[config.mk]
export PLATFORM = sky130hd
export DESIGN_NAME = game_round_ctrl
export DESIGN_NICKNAME = d
export VERILOG_FILES = /design/src/rtl/game_round_ctrl.sv
export SDC_FILE = /design/constraint.sdc
export NUM_CORES = 1
export LEC_CHECK = 0
export CORE_ASPECT_RATIO = 0.7
export CORE_UTILIZATION = 26
export CTS_BUF_LIST = sky130_fd_sc_hd__clkbuf_8 sky130_fd_sc_hd__clkbuf_16
export CTS_CLUSTER_SIZE = 16
export DETAILED_ROUTE_END_ITERATION = 10
export GPL_ROUTABILITY_DRIVEN = 0
export GPL_TIMING_DRIVEN = 0
export HOLD_SLACK_MARGIN = 0.02
export SYNTH_ARGS = -nofsm -noshare
export SYNTH_HDL_FRONTEND = slang
export SYNTH_SLANG_ARGS = --single-unit
[constraint.sdc]
create_clock -name i_clk -period 2.5 [get_ports i_clk]
set_clock_uncertainty 0.15 [all_clocks]
set_input_delay 0.25 -clock i_clk [delete_from_list [all_inputs] [get_ports i_clk]]
set_output_delay 0.25 -clock i_clk [all_outputs]
set_load 0.02 [all_outputs]
[src/rtl/game_round_ctrl.sv]
// rtl/game_round_ctrl.sv - reaction-time game round sequencer
// Drives the ms timer through random wait, GO window and result; tracks best score.
module game_round_ctrl #(
  parameter int MAX_MS      = 2047,
  parameter int ROUND_MS    = 1000,
  parameter int MIN_WAIT_MS = 500,
  parameter int WAIT_MASK   = 1023,
  localparam int W          = $clog2(MAX_MS)
) (
  input  logic         i_clk,
  input  logic         i_rst_n,
  input  logic         i_start_btn,
  input  logic         i_hit_btn,
  input  logic         i_best_clr,
  output logic         o_timer_stop,
  output logic         o_timer_enable,
  output logic [W-1:0] o_timer_start_value,
  input  logic [W-1:0] i_timer_value,
  input  logic         i_game_over,
  output logic         o_led_go,
  output logic         o_result_valid,
  output logic [W-1:0] o_reaction_ms,
  output logic         o_false_start,
  output logic         o_timeout,
  output logic [W-1:0] o_best_ms,
  output logic         o_new_best
);

  typedef enum logic [2:0] {
    IDLE      = 3'd0,
    LOAD_WAIT = 3'd1,
    WAIT      = 3'd2,
    LOAD_GO   = 3'd3,
    GO        = 3'd4,
    RESULT    = 3'd5
  } state_t;

  localparam logic [W-1:0] ALL_ONES = '1;
  localparam logic [W-1:0] C_ROUND  = W'(ROUND_MS);

  state_t       r_state;
  state_t       w_state_nxt;
  logic [15:0]  r_lfsr;
  logic         r_start_q;
  logic         r_hit_q;
  logic [W-1:0] r_delay;
  logic [W-1:0] r_reaction;
  logic [W-1:0] r_best;
  logic         r_false_start;
  logic         r_timeout;
  logic         r_new_best;

  logic         w_start_edge;
  logic         w_hit_edge;
  logic         w_lfsr_fb;
  logic [W-1:0] w_delay;
  logic         w_latch_delay;
  logic         w_res_false;
  logic         w_res_hit;
  logic         w_res_timeout;
  logic         w_best_clr;

  assign w_start_edge = i_start_btn & ~r_start_q;
  assign w_hit_edge   = i_hit_btn & ~r_hit_q;
  assign w_lfsr_fb    = r_lfsr[15] ^ r_lfsr[13] ^ r_lfsr[12] ^ r_lfsr[10];
  assign w_delay      = W'(MIN_WAIT_MS) + (r_lfsr[W-1:0] & W'(WAIT_MASK));

  // History regs reset high so a button held through reset yields no edge.
  always_ff @(posedge i_clk or negedge i_rst_n) begin
    if (!i_rst_n) begin
      r_start_q <= 1'b1;
      r_hit_q   <= 1'b1;
      r_lfsr    <= 16'hACE1;
    end else begin
      r_start_q <= i_start_btn;
      r_hit_q   <= i_hit_btn;
      r_lfsr    <= {r_lfsr[14:0], w_lfsr_fb};
    end
  end

  always_ff @(posedge i_clk or negedge i_rst_n) begin
    if (!i_rst_n) r_state <= IDLE;
    else          r_state <= w_state_nxt;
  end

  always_comb begin
    w_state_nxt   = r_state;
    w_latch_delay = 1'b0;
    w_res_false   = 1'b0;
    w_res_hit     = 1'b0;
    w_res_timeout = 1'b0;
    w_best_clr    = 1'b0;
    case (r_state)
      IDLE: begin
        w_best_clr = i_best_clr;
        if (w_start_edge) begin
          w_latch_delay = 1'b1;
          w_state_nxt   = LOAD_WAIT;
        end
      end
      LOAD_WAIT: w_state_nxt = WAIT;
      WAIT: begin
        // A hit coinciding with game_over still counts as a false start.
        if (w_hit_edge) begin
          w_res_false = 1'b1;
          w_state_nxt = RESULT;
        end else if (i_game_over) begin
          w_state_nxt = LOAD_GO;
        end
      end
      LOAD_GO: w_state_nxt = GO;
      GO: begin
        if (w_hit_edge) begin
          w_res_hit   = 1'b1;
          w_state_nxt = RESULT;
        end else if (i_game_over) begin
          w_res_timeout = 1'b1;
          w_state_nxt   = RESULT;
        end
      end
      RESULT: begin
        w_best_clr = i_best_clr;
        if (w_start_edge) begin
          w_latch_delay = 1'b1;
          w_state_nxt   = LOAD_WAIT;
        end
      end
      default: w_state_nxt = IDLE;
    endcase
  end

  always_ff @(posedge i_clk or negedge i_rst_n) begin
    if (!i_rst_n) begin
      r_delay       <= '0;
      r_reaction    <= '0;
      r_best        <= ALL_ONES;
      r_false_start <= 1'b0;
      r_timeout     <= 1'b0;
      r_new_best    <= 1'b0;
    end else begin
      if (w_latch_delay) begin
        r_delay       <= w_delay;
        r_false_start <= 1'b0;
        r_timeout     <= 1'b0;
        r_new_best    <= 1'b0;
      end
      if (w_res_false) begin
        r_reaction    <= '0;
        r_false_start <= 1'b1;
        r_timeout     <= 1'b0;
        r_new_best    <= 1'b0;
      end
      if (w_res_hit) begin
        r_reaction    <= i_timer_value;
        r_false_start <= 1'b0;
        r_timeout     <= 1'b0;
        if (i_timer_value < r_best) begin
          r_best     <= i_timer_value;
          r_new_best <= 1'b1;
        end else begin
          r_new_best <= 1'b0;
        end
      end
      if (w_res_timeout) begin
        r_reaction    <= C_ROUND;
        r_false_start <= 1'b0;
        r_timeout     <= 1'b1;
        r_new_best    <= 1'b0;
      end
      if (w_best_clr) r_best <= ALL_ONES;
    end
  end

  assign o_timer_stop        = (r_state != WAIT) && (r_state != GO);
  assign o_timer_enable      = (r_state == WAIT) || (r_state == GO);
  assign o_timer_start_value = (r_state == LOAD_WAIT) ? r_delay :
                               (r_state == LOAD_GO)   ? C_ROUND : '0;
  assign o_led_go            = (r_state == GO);
  assign o_result_valid      = (r_state == RESULT);
  assign o_reaction_ms       = r_reaction;
  assign o_false_start       = r_false_start;
  assign o_timeout           = r_timeout;
  assign o_best_ms           = r_best;
  assign o_new_best          = r_new_best;

endmodule

# Yosys cells after proc, flatten, opt, wreduce, memory -nomap -nowiden
# Index checks and enable logic that the tools add are counted.
# totals
regBits	57
inputBits	17
word_cells	72
# op_classes
n_addsub	1
order_cmp	1
eq_ne	10
mux	33
n_bitwise	7
reduce_logical	10
# ops
operator	n
$mux W11	7
$mux W1	19
$mux W3	5
$pmux W3 S5	1
$add A9 B10 Y11 const A	1
$lt A11 B11 Y1	1
$mux W10	1
$eq A3 B2 Y1 const B	2
$eq A3 B3 Y1 const B	2
$ne A3 B2 Y1 const B	2
$ne A3 B3 Y1 const B	2
$reduce_bool A2 Y1	2
$reduce_bool A4 Y1	1
$eq A3 B1 Y1 const B	1
$logic_not A3 Y1	1
$reduce_and A3 Y1	1
$reduce_bool A3 Y1	1
$xor A1 B1 Y1	3
$and A1 B1 Y1	2
$ne A2 B1 Y1 const B	1
$not A1 Y1	2
$reduce_and A2 Y1	1
$reduce_or A2 Y1	1
$logic_and A1 B1 Y1	1
$logic_or A1 B1 Y1	1

# Longest topological paths before layout
# Gate-level depths: netlist (run 1).
# depth
word_depth	8
mapped_depth	8
mapped_depth_nobuf	7

# Worst setup path before layout (run 1)
# No wires, ideal clock.
# synth_path
kind	register -> register
from	register r_best[10], in the netlist o_best_ms[10]
to	register r_best[1], in the netlist o_best_ms[1]
arrival_time_ns	1.953
required_time_ns	2.253
slack_ns	0.300
path_stages_with_launch	9
cell_sequence	dfstp_2 > inv_1 > ha_1 > nand4_1 > or3_1 > o2111a_1 > buf_6 > nand3_1 > nand3_1
# synth_via
elab_chain_len	3
# synth_rtl
element	line	rtl
start: declaration	48	logic [W-1:0] r_best;
start signal: assignment	158	r_best <= i_timer_value;
$lt A11 B11 Y1	157	if (i_timer_value < r_best) begin
$reduce_bool A2 Y1 (no source line)	-	
$reduce_and A2 Y1 (no source line)	-	
# Every way passes these cells.
# A chain may end at the register's enable or synchronous reset.

# Worst setup path after layout (run 1)
# layout_path
from	register r_state[2]
to	output o_timer_start_value[2]
# layout_via
elab_chain_len	2
# layout_rtl
element	line	rtl
start: declaration	41	state_t r_state;
start signal: assignment	83	else r_state <= w_state_nxt;
$eq A3 B1 Y1	176	assign o_timer_start_value = (r_state == LOAD_WAIT) ? r_delay :
$mux W11	176	
end: declaration	17	output logic [W-1:0] o_timer_start_value,
# Every way passes these cells.

==> qor.csv, run 1 <==
metric;value;unit
status;finished clean;
worst_pin_slew;0.551;ns
holdWs;0.208;ns
die-area;10500;µm²
crit_fanout;8;
power;4.16;mW
die_x;122;µm
final_area;3680;µm²
yosys_most_used_dff;dfrtp_1;
yosysTopAreaCell;dfrtp_1;
worstSkewPairLatency;0.32;ns
core-area;9760;µm²
placed_area;3370;µm²
ys_seq_area_frac;0.552;
synth-async-reset-ratio;1.00;
placed_cells_incl_taps;432;
clkTransAtPathRegs;0.05;ns
pin_count;57;
internal_power;2.72;mW
cts_tree;built;
power_frac_seq;0.320;
drt-initial-drc-count;159;
antenna_found_initial;0;
period_minus_slack;2.39;ns
synthCells;247;
track_usage;0.131;
met3_usage;0.0426;
cp_num_buf_inv;2;
cap_viol_max_count;0;
fin_nets;344;
power-per-cell-area;1130;nW/µm²
root_buffer;clkbuf_16;
insertedDiodeCount;0;
dr.pass1.iters;4;
syn_area;2630;µm²
max_clock_freq;419;MHz
power.leakage;1.66;nW
arrival;1.99;ns
fin_crit_sh;0.954;
ant_nets;0;
synth_edf_count;0;
hold_class;reg2reg;
grt_pass1_wl;10.4;mm
drive_above_1_share;0.156;
first_global_vias;2002;
cts_inserted_buffers;9;
regToRegSetupSlack;0.18;ns
cts.path.max_buffers;2;
layoutNonFillerInstCount;449;
route.detailed.drc;0;
ys_top_cells_by_area;dfrtp_1 (34%), dfstp_2 (21%), ha_1 (5.2%);
viasPerCell;4.52;
grt.overflow.total;0;
cpLargestDelayFamily;buffers and inverters;
synth_nets;275;
synth_warnings;0;
path_cells;buf_6 > nand2b_2 > nor2_2 > and2_1 > clkdlybuf4s50_1;
crit_slowest_cell;clkdlybuf4s50_1;
htreeDepth;3;
post-route-util;0.377;
io_buffers;56;
die_height;86.1;µm
worstPathRequired;2.10;ns
p_sw;1.45;mW
synth_cell_types;43;
avgSynthCellArea;10.6;µm²
syn2layout_area_growth;39.9;%
hold_viol;0;
finalSetupViolCount;0;
wl_per_cell;14.4;µm
synth.ff_latch_count;57;
fin_setup_tns;0;ns
clock-sinks;57;
end_kind;primary output;
use_met2;0.172;
p_sw_frac;0.348;
criticalPathCategory;reg2out;
initial_core_util;0.269;
clock_power_share;0.286;
vdd_drop_max;445;µV
startpoint_type;register;
drt-total-wl;6.45;mm
comb_power_share;0.394;
place_ws;-0.0492;ns
grt_max_degree;36;
grt.busiest_layer;met1;
timing.final.ws_setup;0.114;ns
vias;2030;
slew_viol_final;0;
synth_top_area_share;0.343;
place_hpwl;4.62;mm
std_cell_rows;30;
crit_path_max_incr_delay;0.59;ns
relSlewSlack;0.633;
post_cts_buffers;0;
met1_usage;0.197;
cells in the final DEF (no fill, tap or decap), types with 3 or more instances in the layout:
master	instances
and2_1	6
clkbuf_1	5
a21o_1	3
nand2_1	17
clkbuf_16	9
dfrtp_1	36
xnor2_1	6
clkdlybuf4s50_1	54
a22o_1	7
nand3_1	23
inv_1	15
xor2_1	4
nor2_1	21
a221o_1	6
buf_6	3
o21ai_0	15
ha_1	11
nand2b_1	6
a21oi_1	10
dfstp_2	21
metal layers:
metal / wire length (µm) / share of wire / vias up
met5: 0 / 0 / -
met4: 89 / 0.014 / 0
met3: 462 / 0.072 / 8
met2: 2580 / 0.40 / 52
met1: 3310 / 0.51 / 965
li1: - / - / 1005
synth_stat cells (3+ instances only):
cell type / n
buf_6: 3
ha_1: 11
nor2_1: 22
clkbuf_1: 6
nand2b_1: 7
a221o_1: 6
inv_1: 13
a21o_1: 3
dfstp_2: 21
and2_1: 6
o21ai_0: 15
xnor2_1: 6
nand2_1: 17
buf_2: 3
nand3_1: 23
xor2_1: 4
a22o_1: 7
dfrtp_1: 36
a21oi_1: 10
worst paths after layout:
path,startpoint,depth (start not counted),end
max,r_state[2],5,o_timer_start_value[2]
min,r_lfsr[14],0,r_lfsr[15]
max reg2reg,o_best_ms[10],8,o_best_ms[3]
min reg2reg,r_lfsr[14],0,r_lfsr[15]
max in group asynchronous,i_rst_n,3,o_best_ms[4]
min in group asynchronous,i_rst_n,2,o_reaction_ms[8]
what timing repair did:
| action | CTS | global route |
|---|---|---|
| hold buffers | 1 | 0 |
| gates resized for setup | 2 | 6 |
| setup endpoints to repair | 5 | 13 |
| pin swaps | 0 | 0 |
| hold endpoints to repair | 13 | 0 |
state kept, by name (all words and copies together), names as in the netlist:
| name | cells |
|---|---|
| o_best_ms | 11 |
| o_false_start | 1 |
| o_new_best | 1 |
| o_reaction_ms | 11 |
| o_timeout | 1 |
| r_delay | 11 |
| r_hit_q | 1 |
| r_lfsr | 16 |
| r_start_q | 1 |
| r_state | 3 |
layout make-up:
cell class | count | area (µm²)
flip-flops and latches | 57 | 1450
well taps | 128 | 160
clock buffers | 9 | 225
inverters | 13 | 48.8
clock inverters | 7 | 63.8
plain buffers | 13 | 81.3
fillers | 988 | 6080
repair buffers | 58 | 588
multi-input cells | 164 | 1060
worst reg2reg max path, delay by kind of cell, from the launching register on:
family | cells | cell delay, ns
DFF | 1 | 0.53
and+or+nand+nor | 3 | 0.66
adders and majority gates | 1 | 0.29
buffers and inverters | 2 | 0.26
AOI/OAI and AO/OA | 2 | 0.36
power groups by stage:
stage | Clock (mW) | Sequential, mW | Combinational [mW]
floorplan | 0 | 1.53 | 0.731
global placement | 0 | 1.35 | 1.62
detailed placement | 0 | 1.35 | 1.64
CTS | 1.22 | 1.33 | 1.65
global route | 1.27 | 1.36 | 1.81
finish | 1.19 | 1.33 | 1.64
cell families (layout without fill, tap and decap cells):
kind of cell / after synthesis / count (layout) / synth area share
buffers and inverters: 26 / 100 / 0.0471
AND/OR/NAND/NOR: 90 / 90 / 0.176
flip-flops: 57 / 57 / 0.552
XOR/XNOR: 10 / 10 / 0.0333
AO/OA/AOI/OAI: 53 / 53 / 0.139
adder cells (fa/ha/maj): 11 / 11 / 0.0523
No activity file was read; power rests on OpenSTA's default activity.
==> run 2: changes to the inputs <==
SKIP_LAST_GASP = 1   (was unset)
SLEW_MARGIN = 15   (was unset)
==> qor.csv, run 2 (synthesis gave the netlist of run 1 again) <==
metric;value;unit;change
status;finished clean;;
rsz0062_at_grt;no;;
insertedDiodeCount;0;;unchanged
crit_path_end;o_best_ms[9];;
worstPathRequired;2.57;ns;+0.47 ns
die_height;86.1;µm;unchanged
holdPathStages;0;;unchanged
end_kind;register;;
grt_max_degree;58;;+61%
finalSetupViolCount;0;;unchanged
grt_pass1_wl;10.4;mm;+0.27%
antenna_found_initial;0;;unchanged
vdd_drop_max;437;µV;-1.7%
crit_fanout;10;;+2
r2r-start;o_best_ms[10];;
worstHoldStart;r_lfsr[14];;
startpoint_type;register;;
fin_setup_tns;0;ns;unchanged
cts.path.max_buffers;2;;unchanged
die_x;122;µm;unchanged
io_buffers;56;;unchanged
placed_cells_incl_taps;431;;-0.23%
core-area;9760;µm²;unchanged
die-area;10500;µm²;unchanged
dr.pass1.iters;4;;unchanged
fin_nets;343;;-0.29%
htreeDepth;3;;unchanged
syn2layout_area_growth;40.2;%;
n_fill_cell;966;;-2.2%
pin_count;57;;unchanged
root_buffer;clkbuf_16;;
power.leakage;1.73;nW;+3.7%
std_cell_rows;30;;unchanged
max_clock_freq;434;MHz;+3.5%
vias;2040;;+0.49%
worst_pin_slew;0.712;ns;+0.162 ns
period_minus_slack;2.31;ns;-0.0798 ns
wl_per_cell;14.2;µm;-1.1%
slew_viol_final;0;;unchanged
drt-total-wl;6.36;mm;-1.3%
cts_tree;built;;
place_hpwl;4.53;mm;-1.8%
layoutNonFillerInstCount;448;;-0.22%
hold_class;reg2reg;;
final_common_cell;clkdlybuf4s50_1;;
regToRegSetupSlack;0.19;ns;about the same
cap_viol_max_count;0;;unchanged
reg2regPathDepth;8;;unchanged
arrival;2.38;ns;+0.39 ns
power;4.17;mW;+0.23%
track_usage;0.132;;+0.00118
clkTransAtPathRegs;0.05;ns;about the same
clock-sinks;57;;unchanged
route.detailed.drc;0;;unchanged
final_cell_mix;clkdlybuf4s50_1 (50), dfrtp_1 (36), nand3_1 (23);;
initial_core_util;0.269;;unchanged
drive_above_1_share;0.159;;+0.00361
reg2reg_to;o_best_ms[9];;
criticalPathCategory;reg2reg;;
hold_viol;0;;unchanged
critPathLaunch;o_best_ms[10];;
cts_inserted_buffers;9;;unchanged
fin_crit_sh;0.922;;-0.0319
largest_reg_flops;16;;unchanged
viasPerCell;4.55;;+0.72%
worstSkewPairLatency;0.32;ns;about the same
grt.overflow.total;0;;unchanged
power-per-cell-area;1130;nW/µm²;about the same
relSlewSlack;0.525;;-0.108
ant_nets;0;;unchanged
drt-initial-drc-count;164;;+3.1%
first_global_vias;1994;;-0.40%
regMostFlops;r_lfsr;;
-- run 2: changes by cell type in the layout (fill, tap and decap cells not counted), sizes merged --
cell and change:
clkdlybuf4s50 -4, dlymetal6s2s +4, buf -1, clkbuf +1, clkinv -1, clkinvlp +1
inv -1
-- run 2: routing by layer --
layer,vias up,global-route usage,wire length (µm)
li1,999,-,-
met1,987,0.196,3220
met2,50,0.169,2600
met3,4,0.0552,484
met4,0,0.0432,62
met5,-,0,0
-- run 2: power breakdown --
| part | total [mW] | switching (mW) | internal, mW |
|---|---|---|---|
| clock network | 1.21 | 0.421 | 0.790 |
| logic | 1.63 | 0.869 | 0.761 |
| registers | 1.33 | 0.143 | 1.19 |
-- run 2: worst min-delay path by stage --
stage	end	slack, ns
after floorplan	o_false_start	-0.20
after CTS	r_lfsr[15]	0.21
final	r_lfsr[15]	0.21
after detailed placement	r_lfsr[15]	0.20
after global routing	r_lfsr[15]	0.21
after global placement	r_lfsr[15]	0.19
-- run 2: through the flow --
stage                     cell area, µm²  utilization  worst slack, ns  hold slack [ns]
final                               3690        0.378            0.194            0.210
after global routing                3690        0.378           0.0570            0.213
after CTS                           3660        0.375          0.00301            0.212
after detailed placement            3350        0.343          -0.0533            0.196
after global placement              3350        0.343           -0.755            0.188
after floorplan                     2630            -            0.300           -0.196
-- run 2: final cells by class --
type                            instances  area, µm²  area share
Buffer                                 13       81.3      0.0221
Clock buffer                           10        239      0.0648
Clock inverter                          6       58.8      0.0160
Inverter                               13       48.8      0.0132
Multi-Input combinational cell        164       1060       0.289
Sequential cell                        57       1450       0.394
Tap cell                              128        160      0.0434
Timing Repair Buffer                   57        581       0.158
-- run 2: critical path, stage by stage (launching register included) --
cell	delay [ns]
dfstp_2	0.54
inv_1	0.04
ha_1	0.29
nand4_1	0.13
or3_1	0.44
o2111a_1	0.30
buf_6	0.15
nand3_1	0.08
nand3_1	0.09
-- run 2: repair_timing --
action,CTS,global route
setup endpoints to repair,5,16
hold endpoints to repair,36,0
gates resized for setup,2,11
hold buffers,1,0
buffers inserted,0,0
==> variant 1 (config.mk and constraints of run 2) <==
The parameter `MAX_MS` goes from 2047 to 511.
--- a/src/rtl/game_round_ctrl.sv
+++ b/src/rtl/game_round_ctrl.sv
@@ -2,5 +2,5 @@
 // Drives the ms timer through random wait, GO window and result; tracks best score.
 module game_round_ctrl #(
-  parameter int MAX_MS      = 2047,
+  parameter int MAX_MS      = 511,
   parameter int ROUND_MS    = 1000,
   parameter int MIN_WAIT_MS = 500,
Interface: changed (resized i_timer_value, o_best_ms, o_reaction_ms and o_timer_start_value); port bits go from 57 to 49. The function was not compared with the original's and may differ.
==> variant 1 against run 2 <==
Sequential share of layout area increased by 1.6 points. Combinational power is 7% lower. Power shrank 20%. First-iteration DRC count shrank 30%. Cell area decreased by 14%. Sequential cell count fell by 6. Wire length shrank 14%. Worst setup slack lost 0.11 ns. Synthesized cell count shrank 16%. Count of clock-buffer cells in the layout fell by 5. Area after synthesis down 11%.
==> variant 1: results (changes against run 2) <==
| Metric | Value |
|---|---|
| Status | `finished, final reports clean` |
| CTS Buffer Depth | `2 (unchanged)` |
| FF-to-FF Start | `o_best_ms[8]` |
| I/O Buffers | `48 (-14%)` |
| Cell taking the most area after synthesis | `dfrtp_1` |
| Mean routed wirelength per cell | `14.2 µm (-0.33%)` |
| Crit path capture type | `register` |
| Largest register by flop count | `r_lfsr` |
| Post-CTS setup buffers | `0 (unchanged)` |
| Most common flop cell mapped by yosys | `dfrtp_1` |
| LEAKAGE | `1.37 nW (-20%)` |
| DR pass1 iterations | `4 (unchanged)` |
| Hold Crit Class | `reg -> reg` |
| WP buf/inv | `3 (+1)` |
| Htree depth | `2 (-1)` |
| Global-route wire length before repair | `8.85 mm (-15%)` |
| Worst R2R End | `o_new_best` |
| Yosys cell types | `42 (-2.3%)` |
| Critical Path Start Type | `register` |
| DIE WIDTH | `115 µm (-5.7%)` |
| Reg2Reg Setup Slack | `0.08 ns (-0.11 ns)` |
| Worst-Skew Late Latency | `0.28 ns (-0.04 ns)` |
| Vias in the first global route | `1690 (-15%)` |
| Initial antenna violation count | `0 (unchanged)` |
| Post-Syn Nets | `232 (-16%)` |
| Fill cells | `882 (-8.7%)` |
| Root Buffer | `clkbuf_16` |
| # diodes | `0 (unchanged)` |
| Ys Warns | `0 (unchanged)` |
| Cell Area, Placed | `2980 µm² (-11%)` |
| Max reg flops | `16 (unchanged)` |
| CP max stage delay | `~0.53 ns` |
| Share of layout cells above drive strength 1 | `16.9% (+0.98 points)` |
| Critical path's slowest cell | `dfstp_2` |
| Routed vias/inst | `4.52 (-0.66%)` |
| Initial DRC Count | `114 (-30%)` |
| ANT nets after route | `0 (unchanged)` |
| WP data arrival | `2.45 ns (+0.07 ns)` |
| Most frequent cells after synthesis | `32 x dfrtp_1, 22 x nor2_1, 21 x inv_1` |
| Slew Limit Headroom | `48.7% (-3.8 points)` |
| Pre-CTS setup slack | `-0.250 ns (-0.196 ns)` |
| Sequential area share after synthesis | `55.7% (+0.48 points)` |
| Largest net degree at the start of global routing | `36 (-38%)` |
| Total CTS buffers | `5 (-4)` |
| Detailed Place HPWL | `3.94 mm (-13%)` |
| CP max FO | `10 (unchanged)` |
| Async set-reset flop share out of synthesis | `100% (unchanged)` |
| Gr usage total | `12.7% (-0.59 points)` |
| CP top delay family | `flip-flops` |
| Worst-path clk slew | `0.07 ns (+0.02 ns)` |
| Synth area leaders | `dfrtp_1 34%, dfstp_2 21%, ha_1 4.8%, nor2_1 3.5%, inv_1 3.4%` |
| Crit share post-route | `96.8% (+4.5 points)` |
| # nets final | `289 (-16%)` |
| Max IR drop VDD | `0.000359 V (-18%)` |
-- variant 1: changes by cell type in the layout (fill, tap and decap cells not counted), moves of 6 or more --
| cell | change |
|---|---|
| nand3_1 | -21 |
| nand2_1 | -13 |
| o2111ai_1 | +9 |
| o211ai_1 | +8 |
| inv_1 | +7 |
| a221o_1 | -6 |
| and2_1 | -6 |
-- variant 1: area by class of cell --
cell class / count / area, µm² / area share (%)
Tap cell: 120 / 150 / 4.74
Inverter: 21 / 78.8 / 2.49
Buffer: 7 / 38.8 / 1.22
Sequential cell: 51 / 1300 / 41.1
Multi-Input combinational cell: 129 / 948 / 29.9
Clock buffer: 5 / 125 / 3.95
Timing Repair Buffer: 50 / 505 / 16.0
Clock inverter: 3 / 20.0 / 0.632
-- variant 1: how the worst min path moves through the flow --
stage                             to  cells past startpoint  startpoint
global route              r_lfsr[15]                      0  r_lfsr[14]
global placement          r_lfsr[10]                      0   r_lfsr[9]
finish                    r_lfsr[10]                      0   r_lfsr[9]
floorplan              o_false_start                      0     i_rst_n
detailed placement  o_reaction_ms[0]                      1     i_rst_n
CTS                       r_lfsr[10]                      0   r_lfsr[9]
-- variant 1: per-stage QoR --
step | instances | utilization [%] | hold slack, ns | TNS, ns | power [mW]
global route | 386 | 36.9 | 0.213 | 0 | 3.55
global placement | 376 | 34.5 | 0.183 | -15.98 | 2.62
floorplan | 208 | - | -0.196 | 0 | 1.98
finish | 386 | 36.9 | 0.202 | 0 | 3.33
CTS | 386 | 36.6 | 0.205 | 0 | 3.34
detailed placement | 377 | 34.7 | 0.0617 | -2.25 | 2.64
-- variant 1: repair_timing --
item / in CTS / in global routing
endpoints found under the hold margin: 7 / 0
hold buffers: 1 / 0
gates resized for setup: 1 / 6
endpoints found under the setup margin: 10 / 13
pin swaps: 0 / 0
-- variant 1: per-layer routing --
metal | share of wire, % | global-route usage [%] | vias to the layer above
li1 | - | - | 848
met1 | 52 | 18.7 | 858
met2 | 42 | 17.5 | 36
met3 | 4.7 | 3.43 | 4
met4 | 1.0 | 4.42 | 0
met5 | 0 | 0 | -
-- variant 1: kinds of logic after synthesis --
family | synth area share [%]
DFF | 55.7
adders and majority gates | 4.83
muxes | 2.36
AOI/OAI and AO/OA | 17.5
buffers and inverters | 4.93
xor gates and xnor gates | 3.00
and+or+nand+nor | 11.6
-- variant 1: where the power goes --
part	total [mW]	internal [mW]	switching (mW)
registers	1.14	1.03	0.110
clock network	0.673	0.369	0.304
logic	1.52	0.675	0.841
==> variant 2 (settings of run 2) <==
Without the edit above. Encoding of `state_t`: now one-hot (6 bits for 6 states).
--- a/src/rtl/game_round_ctrl.sv
+++ b/src/rtl/game_round_ctrl.sv
@@ -27,11 +27,11 @@
 );
 
-  typedef enum logic [2:0] {
-    IDLE      = 3'd0,
-    LOAD_WAIT = 3'd1,
-    WAIT      = 3'd2,
-    LOAD_GO   = 3'd3,
-    GO        = 3'd4,
-    RESULT    = 3'd5
+  typedef enum logic [5:0] {
+    IDLE      = 6'b000001,
+    LOAD_WAIT = 6'b000010,
+    WAIT      = 6'b000100,
+    LOAD_GO   = 6'b001000,
+    GO        = 6'b010000,
+    RESULT    = 6'b100000
   } state_t;
 
Check against the original RTL: no difference found for any inputs over 10 cycles, from zero or initial values and one cycle with i_rst_n low; not proved beyond that.
==> variant 2 against run 2 <==
Cell area increased by 5.9%. Sequential cell count up 3. Area after synthesis rose by 8.3%. Largest cell class unchanged. Core utilization decreased by 0.63 points. Via count rose by 6.6%. Global-route usage grew 0.37 points. Critical path type is now reg -> out. Worst setup slack worse by 0.093 ns. Count of clock-buffer cells in the layout up 3. Register-to-register slack gained 0.08 ns. Non-clock buffer count increased by 2. Wire length grew 13%.
Power is not compared: it rests on default switching activity, and its combinational part moved more than twofold at a synthesized area within 25%.
==> variant 2: results (changes against run 2) <==
| Metric | Value |
|---|---|
| Post-Syn Nets | `275 (unchanged)` |
| Gr usage total | `13.6% (+0.37 points)` |
| DR pass1 iterations | `4 (unchanged)` |
| Vias in the first global route | `2139 (+7.3%)` |
| Critical Path End | `o_timer_enable` |
| WP data arrival | `2.00 ns (-0.38 ns)` |
| Reg2Reg Setup Slack | `0.27 ns (+0.08 ns)` |
| FF-to-FF Start | `o_best_ms[6]` |
| Largest register by flop count | `r_lfsr` |
| Switching power | `approximately 0.8 mW` |
| Mean routed wirelength per cell | `15.4 µm (+8.5%)` |
| Root Buffer | `clkbuf_16` |
| Detailed Place HPWL | `5.10 mm (+13%)` |
| Worst R2R Path Depth | `8 (unchanged)` |
| Most frequent cells after synthesis | `38 x dfrtp_1, 22 x dfstp_2, 20 x o211ai_1` |
| Cell taking the most area after synthesis | `dfrtp_1` |
| Sequential area share after synthesis | `53.7% (-1.5 points)` |
| Worst-Skew Late Latency | `0.32 ns (about the same)` |
| # diodes | `0 (unchanged)` |
| Yosys cell types | `47 (+9.3%)` |
| Htree depth | `3 (unchanged)` |
| CTS Buffer Depth | `2 (unchanged)` |
| Ys Warns | `0 (unchanged)` |
| Max reg flops | `16 (unchanged)` |
| Synth area leaders | `dfrtp_1 33%, dfstp_2 20%, o211ai_1 5.3%, ha_1 4.8%, o21ai_0 2.5%` |
| Initial DRC Count | `92 (-44%)` |
| LEAKAGE | `approximately 1.9 nW` |
| Status | `finished, final reports clean` |
| CP startpoint | `r_state[1]` |
| Global-route wire length before repair | `11.6 mm (+12%)` |
| Share of layout cells above drive strength 1 | `21.3% (+5.4 points)` |
| Worst R2R End | `o_best_ms[1]` |
| Vias | `2175 (+6.6%)` |
| Slew Limit Headroom | `49.9% (-2.6 points)` |
| CP max FO | `4 (-6)` |
| Initial antenna violation count | `0 (unchanged)` |
| Largest net degree at the start of global routing | `61 (+5.2%)` |
variant 2: cell count changes after synthesis, moves of 4 or more:
cell / before / now
a21o_1: 3 / 7
and2_1: 6 / 2
and3_1: 1 / 7
nand3_1: 23 / 2
nor2_1: 22 / 9
nor3_1: 1 / 5
o211ai_1: 1 / 20
variant 2: per-layer routing:
layer  vias to the layer above  track usage (%)  routed length, µm
met1                      1089             18.9               3700
met2                        42             19.8               3090
met3                        12             4.31                301
li1                       1032                -                  -
met4                         0             5.09                106
met5                         -                0                  0
variant 2: worst min path at each step:
stage / end / from / slack, ns / cells past startpoint
final: r_lfsr[15] / r_lfsr[14] / 0.21 / 0
after global routing: r_lfsr[15] / r_lfsr[14] / 0.21 / 0
after CTS: r_lfsr[15] / r_lfsr[14] / 0.21 / 0
after detailed placement: r_lfsr[15] / r_lfsr[14] / 0.20 / 0
after global placement: r_lfsr[15] / r_lfsr[14] / 0.19 / 0
after floorplan: o_false_start / i_rst_n / -0.20 / 0
variant 2: metrics by stage:
| step | TNS (ns) | std cells | worst slack [ns] | area [µm²] |
|---|---|---|---|---|
| after CTS | -0.00689 | 467 | -0.00689 | 3920 |
| after global routing | 0 | 467 | 0.0245 | 3900 |
| after global placement | -40.81 | 451 | -0.903 | 3590 |
| final | 0 | 467 | 0.101 | 3900 |
| after detailed placement | -2.02 | 451 | -0.346 | 3590 |
| after floorplan | 0 | 247 | 0.453 | 2850 |
variant 2: cell families after synthesis:
logic type / Yosys count / share of synthesized area, %
AOI/OAI and AO/OA: 71 / 18.3
and+or+nand+nor: 61 / 13.1
buffers and inverters: 28 / 4.83
adders and majority gates: 11 / 4.83
muxes: 4 / 1.54
DFF: 60 / 53.7
xor gates and xnor gates: 12 / 3.69
variant 2: power groups by stage:
stage / clock network (mW) / registers [mW] / logic (mW)
floorplan: 0 / 1.18 / 0.323
global placement: 0 / 1.16 / 0.570
detailed placement: 0 / 1.16 / 0.582
CTS: 1.30 / 1.15 / 0.593
global route: 1.35 / 1.16 / 0.637
finish: 1.28 / 1.15 / 0.582
variant 2: final cells by class:
cell class                 count  area [µm²]
sequential                    60        1530
multi-input combinational    159        1200
inverter                      13        48.8
tap                          148         185
fill                        1052        6610
clock buffer                  13         280
buffer                        14        85.1
clock inverter                 2        33.8
timing repair buffer          58         539
variant 2: timing repair:
item | in CTS | in global routing
hold buffers | 1 | 0
gates resized for setup | 20 | 12
setup endpoints to repair | 13 | 7
buffers inserted | 1 | 0
pin swaps | 1 | 0
endpoints found under the hold margin | 38 | 0
variant 2: critical path, stage by stage, from the launching register on:
cell           delay, ns
dfrtp_1             0.43
or3_4               0.46
or3_4               0.41
inv_1               0.06
dlygate4sd2_1       0.32
